[src/rtl/dmem_bus_bridge_pkg.sv]
// dmem_bus_bridge_pkg: shared state encoding and read-error pattern for the data-memory bus bridge
package dmem_bus_bridge_pkg;
  typedef enum logic [1:0] {
    S_IDLE    = 2'd0,
    S_WDRAIN  = 2'd1,
    S_RD_WAIT = 2'd2,
    S_RD_DONE = 2'd3
  } state_t;
  localparam logic [31:0] RD_ERR_DATA = 32'hDEADBEEF;
endpackage

[src/rtl/dmem_wbuf_fifo.sv]
// dmem_wbuf_fifo: posted-write buffer holding {addr, data} entries in store order
module dmem_wbuf_fifo #(
  parameter int DEPTH = 2,
  parameter int W     = 64
) (
  input  logic         clk,
  input  logic         rst_n,
  input  logic         push,
  input  logic         pop,
  input  logic [W-1:0] din,
  output logic [W-1:0] dout,
  output logic         full,
  output logic         empty,
  output logic         last
);
  localparam int AW = $clog2(DEPTH);
  logic [W-1:0] mem [DEPTH];
  logic [AW:0] wp, rp, lvl;
  // extra pointer bit separates full from empty
  assign lvl   = wp - rp;
  assign full  = lvl == (AW+1)'(DEPTH);
  assign empty = lvl == '0;
  assign last  = lvl == (AW+1)'(1);
  assign dout  = mem[rp[AW-1:0]];
  always_ff @(posedge clk or negedge rst_n)
    if (!rst_n) begin
      wp <= '0;
      rp <= '0;
    end else begin
      if (push) wp <= wp + 1'b1;
      if (pop) rp <= rp + 1'b1;
    end
  always_ff @(posedge clk)
    if (push) mem[wp[AW-1:0]] <= din;
endmodule

[src/rtl/dmem_bus_bridge.sv]
// dmem_bus_bridge: CPU load/store strobes to req/ack bus with posted writes, ordered loads and timeout
module dmem_bus_bridge
  import dmem_bus_bridge_pkg::*;
#(
  parameter int ADDR_W     = 32,
  parameter int DATA_W     = 32,
  parameter int WBUF_DEPTH = 2,
  parameter int TIMEOUT    = 255
) (
  input  logic              clk,
  input  logic              rst_n,
  input  logic              cpu_MemRead,
  input  logic              cpu_MemWrite,
  input  logic [ADDR_W-1:0] cpu_addr,
  input  logic [DATA_W-1:0] cpu_wdata,
  output logic [DATA_W-1:0] cpu_rdata,
  output logic              cpu_stall,
  output logic              bus_req,
  output logic              bus_we,
  output logic [ADDR_W-1:0] bus_addr,
  output logic [DATA_W-1:0] bus_wdata,
  input  logic              bus_ack,
  input  logic [DATA_W-1:0] bus_rdata,
  output logic              err_timeout
);
  localparam int TW = $clog2(TIMEOUT + 1);
  state_t state, state_nx;
  logic full, empty, last, push, ack, tmo, done, issue_w, issue_r;
  logic [ADDR_W+DATA_W-1:0] head;
  logic [TW-1:0] tcnt;
  assign push = cpu_MemWrite & ~cpu_MemRead & ~full;
  assign ack  = bus_req & bus_ack;
  assign tmo  = bus_req & ~bus_ack & (tcnt == TW'(TIMEOUT - 1));
  assign done = ack | tmo;
  // a simultaneous load/store is a load, so the store never stalls it
  assign cpu_stall = (cpu_MemRead & (state != S_RD_DONE)) | (cpu_MemWrite & ~cpu_MemRead & full);
  dmem_wbuf_fifo #(.DEPTH(WBUF_DEPTH), .W(ADDR_W + DATA_W)) u_wbuf (
    .clk  (clk),
    .rst_n(rst_n),
    .push (push),
    .pop  ((state == S_WDRAIN) & done),
    .din  ({cpu_addr, cpu_wdata}),
    .dout (head),
    .full (full),
    .empty(empty),
    .last (last)
  );
  // WDRAIN with bus_req low is the gap cycle between consecutive writes
  always_comb begin
    issue_w  = ~empty & ((state == S_IDLE) | ((state == S_WDRAIN) & ~bus_req));
    issue_r  = empty & cpu_MemRead & (state == S_IDLE);
    state_nx = issue_w ? S_WDRAIN
             : issue_r ? S_RD_WAIT
             : (state == S_RD_DONE) ? S_IDLE
             : ((state == S_RD_WAIT) & done) ? S_RD_DONE
             : ((state == S_WDRAIN) & done & last & ~push) ? S_IDLE
             : ((state == S_WDRAIN) & ~bus_req) ? S_IDLE
             : state;
  end
  always_ff @(posedge clk or negedge rst_n)
    if (!rst_n) begin
      state       <= S_IDLE;
      bus_req     <= 1'b0;
      bus_we      <= 1'b0;
      bus_addr    <= '0;
      bus_wdata   <= '0;
      cpu_rdata   <= '0;
      err_timeout <= 1'b0;
      tcnt        <= '0;
    end else begin
      state <= state_nx;
      if (issue_w | issue_r) begin
        bus_req  <= 1'b1;
        bus_we   <= issue_w;
        bus_addr <= issue_w ? head[ADDR_W+DATA_W-1:DATA_W] : cpu_addr;
        tcnt     <= '0;
      end else if (done) bus_req <= 1'b0;
      else if (bus_req) tcnt <= tcnt + 1'b1;
      if (issue_w) bus_wdata <= head[DATA_W-1:0];
      if (tmo) err_timeout <= 1'b1;
      if (state == S_RD_WAIT & ack) cpu_rdata <= bus_rdata;
      else if (state == S_RD_WAIT & tmo) cpu_rdata <= DATA_W'(RD_ERR_DATA);
    end
endmodule
[config.mk]
export PLATFORM = sky130hd
export DESIGN_NAME = dmem_bus_bridge
export DESIGN_NICKNAME = d
export VERILOG_FILES = /design/src/rtl/dmem_bus_bridge_pkg.sv /design/src/rtl/dmem_wbuf_fifo.sv /design/src/rtl/dmem_bus_bridge.sv
export SDC_FILE = /design/constraint.sdc
export NUM_CORES = 1
export LEC_CHECK = 0
export BUFFER_PORTS_ARGS = -buffer_cell sky130_fd_sc_hd__buf_4
export CAP_MARGIN = 20
export CORE_ASPECT_RATIO = 0.9
export CORE_MARGIN = 2
export CORE_UTILIZATION = 54
export DETAILED_ROUTE_END_ITERATION = 12
export PLACE_DENSITY = 0.79
export SLEW_MARGIN = 15
export SYNTH_ARGS = -nofsm -noshare
export SYNTH_HDL_FRONTEND = slang
export SYNTH_SLANG_ARGS = --single-unit
[constraint.sdc]
create_clock -name clk -period 7 [get_ports clk]
set_input_delay 1.05 -clock clk [delete_from_list [all_inputs] [get_ports clk]]
set_output_delay 1.05 -clock clk [all_outputs]
set_load 0.05 [all_outputs]
==> results of run 1 <==
==> stage by stage <==
stage                     area (sq um)  utilization, %  setup slack (ps)  hold WS (ps)
final                            11790           70.00              2970         472.2
after global routing             11790           70.00              2805         488.9
after CTS                        11750           69.79              2658         475.6
after detailed placement         10900           64.76              3048         461.2
after global placement           10900           64.76              3122         449.3
after floorplan                   9240               -             717.4         470.3
==> registers in the layout, summed over array words and instances, names as in the netlist <==
register / flops
bus_addr: 32
bus_req: 1
bus_wdata: 32
bus_we: 1
cpu_rdata: 32
err_timeout: 1
state: 2
tcnt: 8
u_wbuf.mem: 128
u_wbuf.rp: 2
u_wbuf.wp: 2
==> area by class of cell <==
type	instances	share of cell area, %
Sequential cell	241	56.64
Multi-Input combinational cell	338	20.33
Timing Repair Buffer	209	13.52
Clock buffer	31	5.754
Tap cell	211	2.240
Clock inverter	13	1.423
Inverter	3	0.09555
==> metal layers <==
metal	track usage, %	vias up	part of all wire (%)
met5	0	-	0
met4	4.647	0	1.8
met3	5.417	30	8.2
met2	36.78	253	49
met1	28.76	2882	41
li1	-	2740	-
==> layout by cell type, fill, tap and decap left out, types with 3 or more instances in the layout <==
cell / instances
buf_4: 207
edfxtp_1: 128
dfrtp_1: 112
nor2_1: 74
mux2i_1: 64
a21oi_1: 40
and3_1: 35
a221o_1: 32
clkbuf_16: 25
o22a_1: 24
a22o_1: 9
nand2_1: 8
clkinv_2: 6
nand2b_1: 4
o21ai_0: 4
xnor2_1: 4
bufinv_16: 4
inv_1: 3
nor2b_1: 3
nor2_4: 3
ha_1: 3
clkbuf_8: 3
clkbuf_1: 3
==> critical path: stages, from the launching register on <==
cell     delay, ps
dfrtp_4        390
buf_4          330
buf_16         330
ha_1           250
xor3_2         500
and2_1         250
a22o_1         230
buf_4          190
==> cell families (layout without fill, tap and decap cells) <==
| family | Yosys count | in the layout | synth area share (%) |
|---|---|---|---|
| buffers and inverters | 40 | 256 | 2.085 |
| XOR/XNOR | 7 | 7 | 0.8395 |
| adder cells (fa/ha/maj) | 3 | 3 | 0.4063 |
| multiplexers | 64 | 64 | 6.933 |
| flip-flops | 241 | 241 | 72.20 |
| AND/OR/NAND/NOR | 145 | 145 | 7.651 |
| AO/OA/AOI/OAI | 119 | 119 | 9.885 |
==> cells in the mapped netlist (all sizes together) <==
| library cell | instances |
|---|---|
| a211oi | 2 |
| a21o | 3 |
| a21oi | 40 |
| a221o | 32 |
| a22o | 9 |
| a311oi | 1 |
| a31oi | 1 |
| and2 | 2 |
| and3 | 35 |
| and3b | 1 |
| and4 | 2 |
| buf | 20 |
| clkbuf | 17 |
| dfrtp | 113 |
| edfxtp | 128 |
| ha | 3 |
| inv | 3 |
| mux2i | 64 |
| nand2 | 8 |
| nand2b | 4 |
| nand3 | 2 |
| nand3b | 2 |
| nand4 | 2 |
| nor2 | 77 |
| nor2b | 3 |
| nor3 | 3 |
| nor3b | 1 |
| nor4 | 1 |
| o21ai | 5 |
| o21ba | 1 |
| o221ai | 1 |
| o22a | 24 |
| or2 | 1 |
| or3 | 1 |
| xnor2 | 4 |
| xor2 | 2 |
| xor3 | 1 |
==> worst min-delay path by stage <==
stage | startpoint | end | slack, ps
6_report | rst_n | bus_addr[5] | 470
5_1_grt | rst_n | bus_addr[21] | 490
3_5_place_dp | err_timeout | err_timeout | 460
4_1_cts | rst_n | bus_addr[12] | 480
2_1_floorplan | state[0] | state[1] | 470
3_3_place_gp | err_timeout | err_timeout | 450
==> results.json, run 1 <==
{
  "clk_pin_slew_ps": 60,
  "start_util_pct": 54.89,
  "nets": 921,
  "crit_fanout": 48,
  "drc": 0,
  "min_period_ps": 4030,
  "detail-route-antenna-nets": 0,
  "drive_gt1_share_pct": 30.90,
  "hold_buffers": 0,
  "crit_path_end_kind": "output pin",
  "min_path_type": "input port to asynchronous set/reset pin",
  "grt_use_total_pct": 21.67,
  "cp.arrival_ps": 2980,
  "layout.cells.non_filler": 1046,
  "area_growth_pct": 27.54,
  "grt_pass1_wl_mm": 30.80,
  "cts_tree": "done",
  "yosysWarnings": 0,
  "dieArea_sq_um": 18170,
  "cts_resized": 0,
  "grt_max_degree": 86,
  "synth_area_leaders": "edfxtp_1 42%, dfrtp_1 31%, mux2i_1 6.9%",
  "r2r-start": "u_wbuf.rp[0]",
  "clockBufferDepth": 3,
  "core_sq_um": 16830,
  "relSlewSlack_pct": 40.28,
  "clock_latency_ps": 500,
  "die_w_microns": 141.9,
  "syn_area_per_cell_sq_um": 14.93,
  "wl_per_cell_microns": 19.33,
  "pin_count": 201,
  "max_freq_mhz": 248.1,
  "drt-total-wl_mm": 20.22,
  "cap_viol_max_count": 0,
  "antenna_found_initial": 0,
  "cp-startpoint": "u_wbuf.rp[0]",
  "ys_seq_area_share_pct": 72.20,
  "ys_ff_latch": 241,
  "io_buffers": 200,
  "placed_cells": 1001,
  "rrSetupSlack_ps": 3340,
  "htree_levels": 1,
  "netlist_instances": 619,
  "synth_area_sq_um": 9240,
  "post_drt_via_cell_ratio": 5.645,
  "vias": 5905,
  "setup_viol": 0,
  "setup_tns_ps": 0,
  "first_global_vias": 5826,
  "grt-ovfl-total": 0,
  "cts-root-buf": "clkbuf_16",
  "finalClockSkew_ps": 11.88,
  "cts_sinks": 241,
  "tightest_slew_ps": 895.8,
  "syn_nets": 723,
  "ys_types": 43,
  "synth_top_area_cell": "edfxtp_1",
  "endpoint": "cpu_stall",
  "netlist.area_leader.share_pct": 41.60,
  "gp_congestion": 0.7890,
  "critPathKind": "flip-flop to output pin",
  "post-route-period-util_pct": 57.58,
  "drtIter0Drc": 412,
  "status": "completed",
  "area.sequential_sq_um": 6675,
  "cts_made_buffers": 24,
  "die_h_microns": 128.1,
  "cts_setup_buffers": 0,
  "final_hold_viol_count": 0,
  "fillers": 1145,
  "rsz0062_at_grt": "false",
  "required_ps": 5950,
  "rows": 45,
  "critPathLaunchType": "flip-flop",
  "diodes": 0,
  "rr_worst_depth": 7,
  "multiInputGateArea_sq_um": 2396,
  "first_pass_iters": 4,
  "hpwl_mm": 12.92,
  "rr_endpoint": "u_wbuf.mem[1][1]",
  "drv_slew": 0
}
Power of run 1 is not shown: default switching activity piles up to over one toggle a cycle in this logic, so the estimate is an artifact.
==> run 2, diff against run 1 <==
==> constraint.sdc (replaced) <==
create_clock -name clk -period 4.1 [get_ports clk]
set_input_delay 0.615 -clock clk [delete_from_list [all_inputs] [get_ports clk]]
set_output_delay 0.615 -clock clk [all_outputs]
set_load 0.05 [all_outputs]
==> run 2 against run 1 <==
- wire length down 1.5%
- via count down 0.54%
- critical endpoint unchanged
- largest cell class unchanged
- final cell count is essentially flat
==> results.json, run 2 (same netlist as run 1, synthesis figures left out) <==
{
  "multiInputGateArea_sq_um": 2402,
  "cts_made_buffers": 24,
  "cp_num_cells": 6,
  "cts_setup_buffers": 0,
  "pin_count": 201,
  "area_growth_pct": 27.20,
  "die_h_microns": 128.1,
  "rows": 45,
  "worst-path-buf-inv": 2,
  "cts-root-buf": "clkbuf_16",
  "hold_ws_ps": 98.54,
  "cap_viol_max_count": 0,
  "die_w_microns": 141.9,
  "vias": 5873,
  "antenna_found_initial": 0,
  "hold_buffers": 0,
  "drive_gt1_share_pct": 31.22,
  "post_drt_via_cell_ratio": 5.609,
  "layout.cells.non_filler": 1047,
  "clk_pin_slew_ps": 60,
  "slowest_delay_ps": 500,
  "clockBufferDepth": 3,
  "post-route-util_pct": 69.82,
  "finalClockSkew_ps": 22.69,
  "rr_worst_depth": 6,
  "setup_tns_ps": 0,
  "cp.arrival_ps": 2380,
  "rr_endpoint": "u_wbuf.mem[1][20]",
  "fillers": 1111,
  "crit_fanout": 5,
  "cpMaxStageDelayCell": "xor3_2",
  "grt_pass1_wl_mm": 30.92,
  "dieArea_sq_um": 18170,
  "critPathKind": "flip-flop to output pin",
  "area.sequential_sq_um": 6675,
  "first_pass_iters": 5,
  "htree_levels": 1,
  "placed_cells": 1003,
  "path_delay_family": "XOR/XNOR gates",
  "min_path_type": "input port to asynchronous set/reset pin",
  "drc": 0,
  "tightest_slew_ps": 1143,
  "grt_max_degree": 67,
  "r2r-start": "u_wbuf.wp[0]",
  "final_hold_viol_count": 0,
  "crit_path_end_kind": "output pin",
  "cp_cell_sequence": "inv_1, ha_1, xor3_2, and2_1, a22o_1, buf_4",
  "io_buffers": 200,
  "first_global_vias": 5886,
  "rrSetupSlack_ps": 1390,
  "cts_resized": 0,
  "grt-ovfl-total": 0,
  "gp_congestion": 0.7975,
  "drt-total-wl_mm": 19.93,
  "clock_latency_ps": 510,
  "start_util_pct": 54.89,
  "drv_slew": 0,
  "required_ps": 3480,
  "detail-route-antenna-nets": 0,
  "min_period_ps": 2998,
  "cts_sinks": 241,
  "drtIter0Drc": 460,
  "largest_reg_flops": 128,
  "critPathLaunchType": "flip-flop",
  "relSlewSlack_pct": 23.78,
  "final_common_cell": "buf_4",
  "setup_viol": 0,
  "cts_tree": "done",
  "grt_use_total_pct": 21.66,
  "cp-startpoint": "u_wbuf.wp[0]",
  "status": "completed",
  "max_freq_mhz": 333.5,
  "wl_per_cell_microns": 19.03,
  "core_sq_um": 16830,
  "post-route-period-util_pct": 73.13,
  "rsz0062_at_grt": "false",
  "mostFrequentLayoutCells": "209 x buf_4, 128 x edfxtp_1, 112 x dfrtp_1, 74 x nor2_1, 64 x mux2i_1",
  "nets": 922,
  "hpwl_mm": 13.12,
  "diodes": 0,
  "endpoint": "cpu_stall"
}
==> run 2: how the worst min path moves through the flow <==
stage / depth (start not counted) / end / startpoint / slack [ps]
finish: 1 / bus_addr[30] / rst_n / 100
global route: 1 / tcnt[0] / rst_n / 130
CTS: 1 / bus_addr[30] / rst_n / 110
detailed placement: 1 / err_timeout / err_timeout / 470
global placement: 1 / err_timeout / err_timeout / 440
floorplan: 0 / bus_addr[0] / rst_n / 320
==> run 2: worst register-to-register path, stage by stage (launching register included) <==
cell,delay (ps)
dfrtp_1,430
inv_1,90
ha_1,170
xor3_2,500
and2_1,270
nor2_4,570
buf_12,330
==> run 2: layout make-up <==
cell class | count | share of cell area (%)
Clock inverter | 17 | 1.437
Multi-Input combinational cell | 338 | 20.44
Sequential cell | 241 | 56.79
Timing Repair Buffer | 210 | 13.52
Clock buffer | 27 | 5.472
Tap cell | 211 | 2.246
Inverter | 3 | 0.09581
==> run 2: routing by layer <==
layer / share of wire [%] / track usage [%]
met2: 48 / 35.44
met4: 1.7 / 5.000
met3: 8.7 / 5.715
met1: 42 / 29.57
met5: 0 / 0
==> run 2: per-stage QoR <==
step,setup WS (ps),area (sq um)
6_report,1102,11750
5_1_grt,963.0,11750
4_1_cts,1071,11750
3_5_place_dp,1375,10940
3_3_place_gp,1453,10940
2_1_floorplan,625.5,9254
Power of run 2 is left out for the same reason.
==> run 3, diff against run 2 <==
--- a/config.mk
+++ b/config.mk
@@ -5,6 +5,7 @@
 export SDC_FILE = /design/constraint.sdc
 export NUM_CORES = 1
 export LEC_CHECK = 0
+export ABC_AREA = 1
 export BUFFER_PORTS_ARGS = -buffer_cell sky130_fd_sc_hd__buf_4
 export CAP_MARGIN = 20
 export CORE_ASPECT_RATIO = 0.9
==> constraint.sdc (replaced) <==
create_clock -name clk -period 3 [get_ports clk]
set_input_delay 0.45 -clock clk [delete_from_list [all_inputs] [get_ports clk]]
set_output_delay 0.45 -clock clk [all_outputs]
set_load 0.05 [all_outputs]
==> run 3 against run 2 <==
- non-clock buffer count grew 6
- wire length is 4.5% higher
- clock skew fell by 14 ps
- via count is 15% higher
- utilization rose by 1.3 points
- synthesized cell count up 37%
- setup slack got worse by 690 ps
- area after synthesis increased by 2.4%
- critical path depth decreased by 1
- final cell count is 24% higher
- die area up 2.4%
==> results.json, run 3 <==
{
  "rows": 45,
  "syn_nets": 952,
  "detail-route-antenna-nets": 0,
  "critPathKind": "flip-flop to output pin",
  "die_w_microns": 143.5,
  "drc": 0,
  "ir_drop_mv": 0.7848,
  "setup_viol": 0,
  "cts_sinks": 241,
  "first_pass_iters": 5,
  "layout.cells.non_filler": 1301,
  "synth_area_sq_um": 9464,
  "cap_viol_max_count": 0,
  "cts_tree": "done",
  "p_sw_share_pct": 45.03,
  "crit_path_end_kind": "output pin",
  "use_met1_pct": 30.91,
  "pwr_density_cell_nw_per_um2": 1312,
  "core_sq_um": 17000,
  "ys_ff_latch": 241,
  "gp_congestion": 0.8032,
  "ys_seq_area_share_pct": 70.49,
  "clk_pin_slew_ps": 60,
  "max_freq_mhz": 387.0,
  "post-synth-top-count-cell": "nand2_1",
  "synth-edff-count": 128,
  "place_area_sq_um": 11230,
  "area_growth_pct": 27.78,
  "antenna_found_initial": 0,
  "placed_cells": 1255,
  "power_switching_uw": 7145,
  "ys.flop_type": "edfxtp_1",
  "netlist_instances": 848,
  "vias": 6760,
  "cp_cell_sequence": "inv_1, ha_1, nand3_1, o31ai_1, buf_4",
  "met3_usage_pct": 3.548,
  "nets": 1152,
  "hold_end": "u_wbuf.mem[1][5]",
  "cpMaxStageDelayCell": "ha_1",
  "drt-total-wl_mm": 20.82,
  "grt_use_total_pct": 22.21,
  "seqPwrFrac_pct": 31.8,
  "multiInputGateArea_sq_um": 2404,
  "first_global_vias": 6463,
  "htree_levels": 1,
  "cts-root-buf": "clkbuf_16",
  "final_area_sq_um": 12090,
  "rrSetupSlack_ps": 800,
  "area.sequential_sq_um": 6673,
  "path_delay_family": "adder cells",
  "io_buffers": 200,
  "syn_area_per_cell_sq_um": 11.16,
  "synth_area_leaders": "edfxtp_1 41%, dfrtp_1 30%, nand2_1 9.3%",
  "start_util_pct": 55.66,
  "dieArea_sq_um": 18600,
  "mostFrequentLayoutCells": "234 x nand2_1, 211 x buf_4, 128 x edfxtp_1, 112 x dfrtp_1, 110 x nor2_1",
  "drive_gt1_share_pct": 27.02,
  "ys_types": 31,
  "crit_fanout": 5,
  "synth.top_cells.by_count": "234 x nand2_1, 128 x edfxtp_1, 113 x dfrtp_1",
  "min_path_type": "input port to flip-flop",
  "drtIter0Drc": 393,
  "post_drt_via_cell_ratio": 5.196,
  "final_common_cell": "nand2_1",
  "setup_tns_ps": 0,
  "grt_pass1_wl_mm": 32.46,
  "rr_worst_depth": 6,
  "rsz0062_at_grt": "false",
  "critPathLaunchType": "flip-flop",
  "post-route-period-util_pct": 86.14,
  "clockBufferDepth": 3,
  "diodes": 0,
  "cp.arrival_ps": 2130,
  "pin_count": 201,
  "setup_slack_ps": 415.9,
  "yosysWarnings": 0,
  "fillers": 1238,
  "final_hold_viol_count": 0,
  "whs_path_depth": 1,
  "die_h_microns": 129.6,
  "p_leak_uw": 0.005311,
  "required_ps": 2550,
  "use_met2_pct": 36.97,
  "dp_slack_ps": 814.8,
  "worst-path-buf-inv": 2,
  "min_from": "cpu_wdata[5]",
  "async_flop_share_pct": 46.89,
  "largest_reg_flops": 128,
  "grt-ovfl-total": 0,
  "wl_per_cell_microns": 16.00,
  "finalClockSkew_ps": 8.992,
  "relSlewSlack_pct": 51.26,
  "r2r-start": "u_wbuf.wp[0]",
  "slowest_delay_ps": 490,
  "intPower_uw": 8721,
  "drv_slew": 0,
  "clockPowerShare_pct": 20.1,
  "tightest_slew_ps": 731.2,
  "hpwl_mm": 12.79,
  "grt_max_degree": 76,
  "cts_made_buffers": 25,
  "gr-max-usage-layer": "met2",
  "rr_endpoint": "u_wbuf.mem[0][20]",
  "status": "completed",
  "pwr-share-comb_pct": 48.2,
  "clock_latency_ps": 500,
  "netlist.area_leader.share_pct": 40.61,
  "synth_top_area_cell": "edfxtp_1",
  "min_period_ps": 2584
}
-- run 3: through the flow --
step	power [uW]	hold slack, ps	utilization [%]
final	15870	130.0	71.12
after detailed placement	12770	451.1	66.04
after CTS	15990	114.7	71.12
after global placement	12590	450.0	66.04
after floorplan	10620	154.4	-
after global routing	16760	119.2	71.12
-- run 3: worst max path at each step --
stage / from / to / slack [ps] / cells past startpoint
finish: u_wbuf.wp[0] / cpu_stall / 420 / 5
global route: u_wbuf.wp[0] / cpu_stall / 310 / 5
CTS: u_wbuf.wp[0] / cpu_stall / 400 / 5
detailed placement: u_wbuf.rp[0] / bus_addr[30] / 810 / 7
global placement: u_wbuf.wp[0] / u_wbuf.mem[0][32] / 850 / 6
floorplan: u_wbuf.wp[0] / cpu_stall / 260 / 4
-- run 3: worst register-to-register path, cell delays in order (launching register included) --
cell     delay, ps
dfrtp_1        400
inv_1          100
ha_1           420
nand3_1        190
nand2_1        150
nor2_4         130
buf_4          420
-- run 3: area by class of cell --
class / instances / share of cell area (%)
inverters: 52 / 1.614
flip-flops and latches: 241 / 55.18
multi-input cells: 512 / 19.88
well taps: 235 / 2.431
clock buffers: 29 / 5.380
clock inverters: 16 / 1.676
repair buffers: 216 / 13.84
-- run 3: per-layer routing --
layer | vias up | part of all wire (%)
met3 | 35 | 6.9
met2 | 255 | 48
met1 | 3230 | 43
met4 | 0 | 2.0
met5 | - | 0
li1 | 3240 | -
-- run 3: cells by family (layout without fill, tap and decap cells) --
kind of cell | Yosys count | count (layout) | share of synthesized area [%]
and+or+nand+nor | 396 | 396 | 17.17
DFF | 241 | 241 | 70.49
AOI/OAI and AO/OA | 109 | 109 | 7.218
buffers and inverters | 95 | 313 | 4.349
xor gates and xnor gates | 4 | 4 | 0.3702
adders and majority gates | 3 | 3 | 0.3967
-- run 3: timing repair --
item                                    CTS  global route
endpoints found under the hold margin    31             0
setup buffers                             0             0
endpoints found under the setup margin    0             0
hold buffers                              1             0
gates resized for setup                   0             0
-- run 3: power by group through the flow --
stage,registers [uW],logic [uW],clock network [uW]
5_1_grt,5130,8280,3350
4_1_cts,5040,7730,3220
2_1_floorplan,7100,3520,0
3_3_place_gp,5060,7530,0
3_5_place_dp,5090,7680,0
6_report,5040,7640,3180
No activity file was read; power rests on OpenSTA's default activity.
